`config.mk`:
```
export PLATFORM = sky130hd
export DESIGN_NAME = harvard_avalon_bridge
export DESIGN_NICKNAME = d
export VERILOG_FILES = /design/src/rtl/harvard_bridge_pkg.sv /design/src/rtl/avm_wait_timer.sv /design/src/rtl/harvard_avalon_bridge.sv
export SDC_FILE = /design/constraint.sdc
export NUM_CORES = 1
export LEC_CHECK = 0
export CORE_AREA = 2 2 118 120
export CTS_CLUSTER_SIZE = 8
export DETAILED_ROUTE_END_ITERATION = 16
export DIE_AREA = 0 0 120 122
export PLACE_DENSITY = 0.87
export RECOVER_POWER = 100
export SYNTH_ARGS = -nofsm -noshare
export SYNTH_HDL_FRONTEND = slang
export SYNTH_HIERARCHICAL = 1
export SYNTH_SLANG_ARGS = --single-unit
```
`constraint.sdc`:
```
create_clock -name clk -period 3.27 [get_ports clk]
set_clock_uncertainty 0.05 [all_clocks]
set_input_delay 0.654 -clock clk [delete_from_list [all_inputs] [get_ports clk]]
set_output_delay 0.654 -clock clk [all_outputs]
set_load 0.02 [all_outputs]
```
`src/rtl/harvard_bridge_pkg.sv`:
```
// Shared types and constants for the Harvard core to Avalon-MM bridge.
package harvard_bridge_pkg;

    // Bridge sequencer states, one instruction walks FETCH -> DECODE -> [DREAD|DWRITE] -> COMMIT
    typedef enum logic [2:0] {
        ST_IDLE   = 3'd0,
        ST_FETCH  = 3'd1,
        ST_DECODE = 3'd2,
        ST_DREAD  = 3'd3,
        ST_DWRITE = 3'd4,
        ST_COMMIT = 3'd5,
        ST_HALT   = 3'd6
    } bridge_state_t;

    // Clears the byte-offset bits so every bus access is word aligned.
    // Wide enough for any address width up to 64 bits; users slice it down.
    localparam logic [63:0] WORD_ALIGN_MASK = ~64'h3;

endpackage

```
`src/rtl/avm_wait_timer.sv`:
```
// Counts consecutive waitrequest cycles of a pending bus request and flags
// the cycle on which the limit is reached.
module avm_wait_timer #(
    parameter int unsigned TIMEOUT_CYCLES = 255
) (
    input  logic clk,
    input  logic reset,
    input  logic busy,
    input  logic waitrequest,
    output logic expired
);

    localparam int CNT_BITS = $clog2(TIMEOUT_CYCLES + 1);
    localparam logic [CNT_BITS-1:0] LAST_COUNT = CNT_BITS'(TIMEOUT_CYCLES - 1);

    logic [CNT_BITS-1:0] count_reg;
    logic [CNT_BITS-1:0] count_next;

    // Count while stalled; any non-bus state or accepted transfer restarts from zero
    always_comb begin
        count_next = '0;
        if (busy && waitrequest) begin
            count_next = count_reg + 1'b1;
        end
    end

    // Counter register
    always_ff @(posedge clk) begin
        if (!reset) begin
            count_reg <= '0;
        end else begin
            count_reg <= count_next;
        end
    end

    assign expired = busy && waitrequest && (count_reg == LAST_COUNT);

endmodule

```
`src/rtl/harvard_avalon_bridge.sv`:
```
// Sequences a Harvard core's instruction fetch and data access onto one
// Avalon-MM master port and strobes the core forward once per instruction.
// Optional feature macro: BRIDGE_TIMEOUT_EN (abort stalled transfers into HALT
// with a sticky bus_error).
module harvard_avalon_bridge
    import harvard_bridge_pkg::*;
#(
    parameter int unsigned ADDR_W         = 32,
    parameter int unsigned DATA_W         = 32,
    parameter int unsigned CNT_W          = 32,
    parameter int unsigned TIMEOUT_CYCLES = 255
) (
    input  logic                clk,
    input  logic                reset,
    // core side
    input  logic [ADDR_W-1:0]   instr_address,
    output logic [DATA_W-1:0]   instr_readdata,
    input  logic [ADDR_W-1:0]   data_address,
    input  logic                data_read,
    input  logic                data_write,
    input  logic [DATA_W-1:0]   data_writedata,
    input  logic [DATA_W/8-1:0] data_byteenable,
    output logic [DATA_W-1:0]   data_readdata,
    input  logic                cpu_active,
    output logic                cpu_clk_enable,
    // Avalon-MM master
    output logic [ADDR_W-1:0]   avm_address,
    output logic                avm_read,
    output logic                avm_write,
    output logic [DATA_W-1:0]   avm_writedata,
    output logic [DATA_W/8-1:0] avm_byteenable,
    input  logic [DATA_W-1:0]   avm_readdata,
    input  logic                avm_waitrequest,
    // status
    output logic [CNT_W-1:0]    commit_count,
    output logic                halted,
    output logic                bus_error
);

    localparam logic [ADDR_W-1:0] ALIGN_MASK = WORD_ALIGN_MASK[ADDR_W-1:0];

    bridge_state_t     state_reg;
    bridge_state_t     state_next;
    logic [DATA_W-1:0] instr_readdata_reg;
    logic [DATA_W-1:0] data_readdata_reg;
    logic [CNT_W-1:0]  commit_count_reg;
    logic              bus_busy;
    logic              timeout;

    assign bus_busy = (state_reg == ST_FETCH) || (state_reg == ST_DREAD) ||
                      (state_reg == ST_DWRITE);

`ifdef BRIDGE_TIMEOUT_EN
    logic bus_error_reg;

    avm_wait_timer #(
        .TIMEOUT_CYCLES (TIMEOUT_CYCLES)
    ) u_wait_timer (
        .clk         (clk),
        .reset       (reset),
        .busy        (bus_busy),
        .waitrequest (avm_waitrequest),
        .expired     (timeout)
    );

    // Sticky error flag, cleared only by reset
    always_ff @(posedge clk) begin
        if (!reset) begin
            bus_error_reg <= 1'b0;
        end else if (timeout) begin
            bus_error_reg <= 1'b1;
        end
    end

    assign bus_error = bus_error_reg;
`else
    // Stalls wait forever; the limit parameter has no effect in this build
    logic timeout_cfg_unused;
    assign timeout_cfg_unused = (TIMEOUT_CYCLES == 0) && bus_busy;
    assign timeout   = 1'b0;
    assign bus_error = 1'b0;
`endif

    // Next-state selection and state-decoded bus/core outputs
    always_comb begin
        state_next     = state_reg;
        avm_read       = 1'b0;
        avm_write      = 1'b0;
        avm_address    = '0;
        avm_writedata  = '0;
        avm_byteenable = '0;
        cpu_clk_enable = 1'b0;
        halted         = 1'b0;
        case (state_reg)
            ST_IDLE: begin
                state_next = ST_FETCH;
            end
            ST_FETCH: begin
                avm_read       = 1'b1;
                avm_address    = instr_address & ALIGN_MASK;
                avm_byteenable = '1;
                if (timeout) begin
                    state_next = ST_HALT;
                end else if (!avm_waitrequest) begin
                    state_next = ST_DECODE;
                end
            end
            ST_DECODE: begin
                // Store takes priority if the core raises both strobes
                if (data_write) begin
                    state_next = ST_DWRITE;
                end else if (data_read) begin
                    state_next = ST_DREAD;
                end else begin
                    state_next = ST_COMMIT;
                end
            end
            ST_DREAD: begin
                avm_read       = 1'b1;
                avm_address    = data_address & ALIGN_MASK;
                avm_byteenable = '1;
                if (timeout) begin
                    state_next = ST_HALT;
                end else if (!avm_waitrequest) begin
                    state_next = ST_COMMIT;
                end
            end
            ST_DWRITE: begin
                avm_write      = 1'b1;
                avm_address    = data_address & ALIGN_MASK;
                avm_writedata  = data_writedata;
                avm_byteenable = data_byteenable;
                if (timeout) begin
                    state_next = ST_HALT;
                end else if (!avm_waitrequest) begin
                    state_next = ST_COMMIT;
                end
            end
            ST_COMMIT: begin
                cpu_clk_enable = 1'b1;
                state_next     = cpu_active ? ST_FETCH : ST_HALT;
            end
            ST_HALT: begin
                halted = 1'b1;
            end
            default: begin
                state_next = ST_IDLE;
            end
        endcase
    end

    // State, latched read data and commit counter
    always_ff @(posedge clk) begin
        if (!reset) begin
            state_reg          <= ST_IDLE;
            instr_readdata_reg <= '0;
            data_readdata_reg  <= '0;
            commit_count_reg   <= '0;
        end else begin
            state_reg <= state_next;
            if (state_reg == ST_FETCH && !avm_waitrequest) begin
                instr_readdata_reg <= avm_readdata;
            end
            if (state_reg == ST_DREAD && !avm_waitrequest) begin
                data_readdata_reg <= avm_readdata;
            end
            if (state_reg == ST_COMMIT) begin
                commit_count_reg <= commit_count_reg + 1'b1;
            end
        end
    end

    assign instr_readdata = instr_readdata_reg;
    assign data_readdata  = data_readdata_reg;
    assign commit_count   = commit_count_reg;

endmodule

```
# Word level (Yosys, flattened, before mapping)
# Index checks and enable logic that the tools add are counted.
[word_totals]
output_inout_bits = 169
in_bits = 138
register_bits = 99
[classes]
add_sub_neg = 1
muxes = 13
bitwise_logic = 1
n_eq_ne = 8
n_reduce_logical = 7
[op_table]
columns = ["operator", "count"]
rows = [
  ["one-hot mux 32 bit (2 select lines)", 1],
  ["adder 32 x 1 -> 32 bit (second input constant)", 1],
  ["two-way mux 32 bit", 1],
  ["one-hot mux 3 bit (6 select lines)", 1],
  ["two-way mux 3 bit", 5],
  ["equality test 3 bit (second input constant)", 3],
  ["one-hot mux 4 bit (2 select lines)", 1],
  ["equality test 3 x 2 -> 1 bit (second input constant)", 2],
  ["two-way mux 1 bit", 4],
  ["!= test 2 bit (second input constant)", 2],
  ["OR reduction 2 bit", 2],
  ["equality test 3 x 1 -> 1 bit (second input constant)", 1],
  ["zero test 3 bit", 1],
  ["AND reduction 3 bit", 1],
  ["logical AND 1 bit", 2],
  ["zero test 1 bit", 1],
  ["inverter 1 bit", 1],
]

# Logic depth before layout (Yosys ltp)
[depth]
ltp_word = 4
depth_mapped = 7
depth_no_buf = 5

# Least setup slack after synthesis
# OpenSTA, ideal clock, no wires.
[synth_timing]
path_type = "reg-to-output"
from = "reg state_reg[2]"
to = "out avm_writedata[26]"
path_buffers = 3
path_slack_ns = 0.770
stages_incl_launch_ff = 6
required_time_ns = 2.566
arrival_time_ns = 1.796
path_cell_list = "dfxtp_1 > clkbuf_1 > nor3b_1 > clkbuf_1 > clkbuf_1 > and2_1"
[synth_via]
elab_chain_len = 2
[synth_rtl]
columns = ["item", "line", "rtl"]
rows = [
  ["start, declared", "harvard_avalon_bridge.sv:42", "bridge_state_t state_reg;"],
  ["start signal, assigned", "harvard_avalon_bridge.sv:160", "state_reg <= state_next;"],
  ["equality test 3 bit", "harvard_avalon_bridge.sv:94", "case (state_reg)"],
  ["two-way mux 32 bit", "harvard_avalon_bridge.sv:94", ""],
  ["end, declared", "harvard_avalon_bridge.sv:30", "output logic [DATA_W-1:0] avm_writedata,"],
]
# Every way passes these cells.

# Worst setup path in the final report
[layout_timing]
from = "reg state_reg[2]"
to = "out avm_address[11]"
[layout_via]
elab_chain_len = 3
word_cells_on_any_way = 5
classes_between = "3 x eq/ne; 1 x mux; 1 x reduce/logical"
[layout_rtl]
columns = ["item", "line", "rtl"]
rows = [
  ["equality test 3 x 2 -> 1 bit or equality test 3 bit (tied branches)", "harvard_avalon_bridge.sv:94", ""],
  ["OR reduction 2 bit (no source line)", "-", ""],
  ["one-hot mux 32 bit (2 select lines) *", "harvard_avalon_bridge.sv:94", ""],
  ["end, declared", "harvard_avalon_bridge.sv:27", "output logic [ADDR_W-1:0] avm_address,"],
]
# Every way passes the cells marked *; elsewhere a longest branch is shown, timed or not.

==> results.tsv <==
metric	value	unit
status	finished, violations left	
failing checks	max-capacitance violations, max-slew violations	
clk sinks	99	
worst-margin pin slew	1.606	ns
Max-Cap Viols	1	
initial antenna violation count	0	
Final setup viols	0	
drt via density	4.925	
worst rel slew slack	-7.069	%
TritonCTS clock tree	yes	
number of global-route vias before repair	4778	
number of synthesized flops with an enable pin	0	
Seq/Total Area, Yosys	43.82	%
largest net degree at the start of global routing	74	
worst path arrival time	2.41	ns
RSZ-0062 raised after global routing	no	
CP bufs+invs	2	
CP top delay family	buffers and inverters	
combinational share of power	25.6	%
die height	122	um
peak supply drop	0.0003599	V
Post-layout nets	997	
Clock Root Buffer	clkbuf_16	
Async SR Flop Fraction	0	%
main flop type after synthesis	dfxtp_1	
H-Tree Depth	3	
Clock Latency Late Sink	0.34	ns
Fmax achieved	321.6	MHz
Avg Cell Area, Syn	7.772	um^2
final hold violation count	0	
critical-path cell list	nor3b_2, o21bai_2, clkbuf_4, a22o_1, dlygate4sd3_1	
Pint	2.151	mW
row count	43	
TritonRoute pass-1 iters	4	
Die W	120	um
n_diodes	0	
min Tclk post-route	3.109	ns
Sw Share	29.32	%
clock transition at the registers of the reported paths	0.07	ns
fin. max-slew vios	34	
PD cells	384.0	mW/mm^2
iteration-0 DRC count of the detailed router	352	
max incr delay on CP	0.68	ns
CP endpoint kind	primary output	
gpl congestion	0.8535	
Tot GR Track Use	21.84	%
Min Hold Slack	0.3996	ns
CP required	2.57	ns
Reg power frac	41.7	%
starting density of the core	33.49	%
area grow syn2layout	75.24	%
Netlist Area Pre-Place	0.004523	mm^2
IO Pins	307	
critical path class	reg2out	
Yosys reg bits	99	
CTS Hold Bufs	0	
grt ovf	0	
YS warnings	6	
Final Cycle Share	95.09	%
ANT nets after route	0	
Synth Instances	582	
drt drc	0	
final wirelength	16.59	mm
Core Util, Final	58.70	%
Setup Buffers After CTS	0	
startpoint types	flop	
post-cts resize count	0	
leakage power	3.194	nW
CP max-delay cell	dlygate4sd3_1	
Min-Delay Path Class	reg2reg	
Distinct cells, synth	40	
share of cells above drive strength 1	3.824	%
Core ar.	0.01350	mm^2
CTS buffer count	9	
CTS max path bufs	2	
vias	5137	
Avg WL per Cell	15.90	um
DP Wirelength	12.72	mm
first-pass GRT wire length	24.96	mm
TNS Setup	0	ns
Clk pwr share	32.7	%
die area	0.01464	mm^2
Psw	892.6	uW
CP Max Fanout	30	
I/O Buffers	299	
-- path summary, 6_finish.rpt --
path,start,end,slack [ns],cells past startpoint
setup / recovery,state_reg[2],avm_address[11],0.16,5
hold / removal,instr_readdata[2],instr_readdata[2],0.40,2
setup reg to reg,state_reg[1],instr_readdata[5],0.68,6
hold reg to reg,instr_readdata[2],instr_readdata[2],0.40,2
-- cells in the final DEF (no fill, tap or decap), types with 2 or more instances in the layout --
cell	synthesis	routed
or3_1	7	7
or4_1	11	11
nor2_1	14	13
xnor2_1	7	7
conb_1	1	3
and2_0	0	2
nor4_1	7	7
nor2b_1	2	2
a22o_1	30	30
nor3_1	3	2
clkbuf_2	0	2
clkdlybuf4s50_1	0	145
buf_4	3	6
clkinvlp_4	0	3
and2_1	32	30
clkbuf_16	0	9
dfxtp_1	99	98
dlygate4sd3_1	0	154
xor2_1	4	4
o31ai_1	11	11
nand2_1	157	157
mux2i_1	6	6
nand3_1	14	14
inv_1	5	6
nor3b_2	0	2
nand4_1	7	8
o21ai_0	8	8
a21oi_1	82	82
nand2b_1	8	8
and4_1	5	5
clkinv_2	0	2
-- worst register-to-register path, stage by stage (launching register included) --
cell and delay (ns):
dfxtp_2 0.49, nor3b_2 0.08, buf_4 0.24, nand2_1 0.11, clkbuf_1 1.16, nand2_1 0.18
a21oi_1 0.20
-- area by class of cell --
| cell class | instances | area, um^2 |
|---|---|---|
| Fill cell | 1161 | 5578 |
| Timing Repair Buffer | 310 | 3079 |
| Multi-Input combinational cell | 431 | 2335 |
| Sequential cell | 99 | 1983 |
| Clock buffer | 9 | 225.2 |
| Tap cell | 180 | 225.2 |
| Clock inverter | 7 | 52.55 |
| Inverter | 7 | 26.28 |
-- Yosys cell counts, types with 2 or more instances --
library cell / count / area [um^2]
a22o_1: 30 / 262.8
o31ai_1: 11 / 82.58
buf_4: 3 / 22.52
nor3b_1: 2 / 15.01
o21ai_0: 8 / 40.04
mux2i_1: 6 / 60.06
buf_2: 2 / 10.01
clkbuf_1: 41 / 153.9
nand2b_1: 8 / 50.05
nor4_1: 7 / 43.79
xnor2_1: 7 / 61.31
or4_1: 11 / 82.58
dfxtp_1: 99 / 1982
and4_1: 5 / 43.79
or3_1: 7 / 43.79
and2_1: 32 / 200.2
nand2_1: 157 / 589.3
nand4_1: 7 / 43.79
nor2_1: 14 / 52.55
nor3_1: 3 / 15.01
inv_1: 5 / 18.77
nor2b_1: 2 / 12.51
a21oi_1: 82 / 410.4
nand3_1: 14 / 70.07
xor2_1: 4 / 35.03
-- cell families after synthesis --
group	share of synthesized area, %
simple gates	28.91
buf+inv	4.785
other cells	0.08291
xor+xnor	2.130
mux	1.328
flops	43.82
fa+ha+maj	0.2766
compound gates	18.67
-- power by group through the flow --
| stage | Sequential [mW] | Combinational [mW] | Clock, mW |
|---|---|---|---|
| finish | 1.27 | 0.779 | 0.997 |
| global route | 1.27 | 0.827 | 1.07 |
| CTS | 1.27 | 0.825 | 1.02 |
| detailed placement | 1.30 | 0.821 | 0 |
| global placement | 1.30 | 0.816 | 0 |
| floorplan | 1.33 | 0.329 | 0 |
-- routing by layer --
layer / up-vias / global-route usage (%) / share of wire, %
met5: - / 0 / 0
met1: 2373 / 25.85 / 41
met3: 28 / 5.618 / 5.8
li1: 2547 / - / -
met2: 189 / 37.96 / 51
met4: 0 / 8.309 / 2.3
-- metrics by stage --
step | setup slack (ns) | cells | area, um^2 | power (mW)
after CTS | 0.1205 | 1043 | 7965 | 3.114
after global placement | 0.5086 | 1027 | 7687 | 2.113
after global routing | 0.03484 | 1043 | 7926 | 3.167
after detailed placement | 0.4924 | 1027 | 7687 | 2.121
final | 0.1607 | 1043 | 7926 | 3.044
after floorplan | 0.7698 | 584 | 4531 | 1.663
Note: power is estimated with default switching activity, not from simulation.
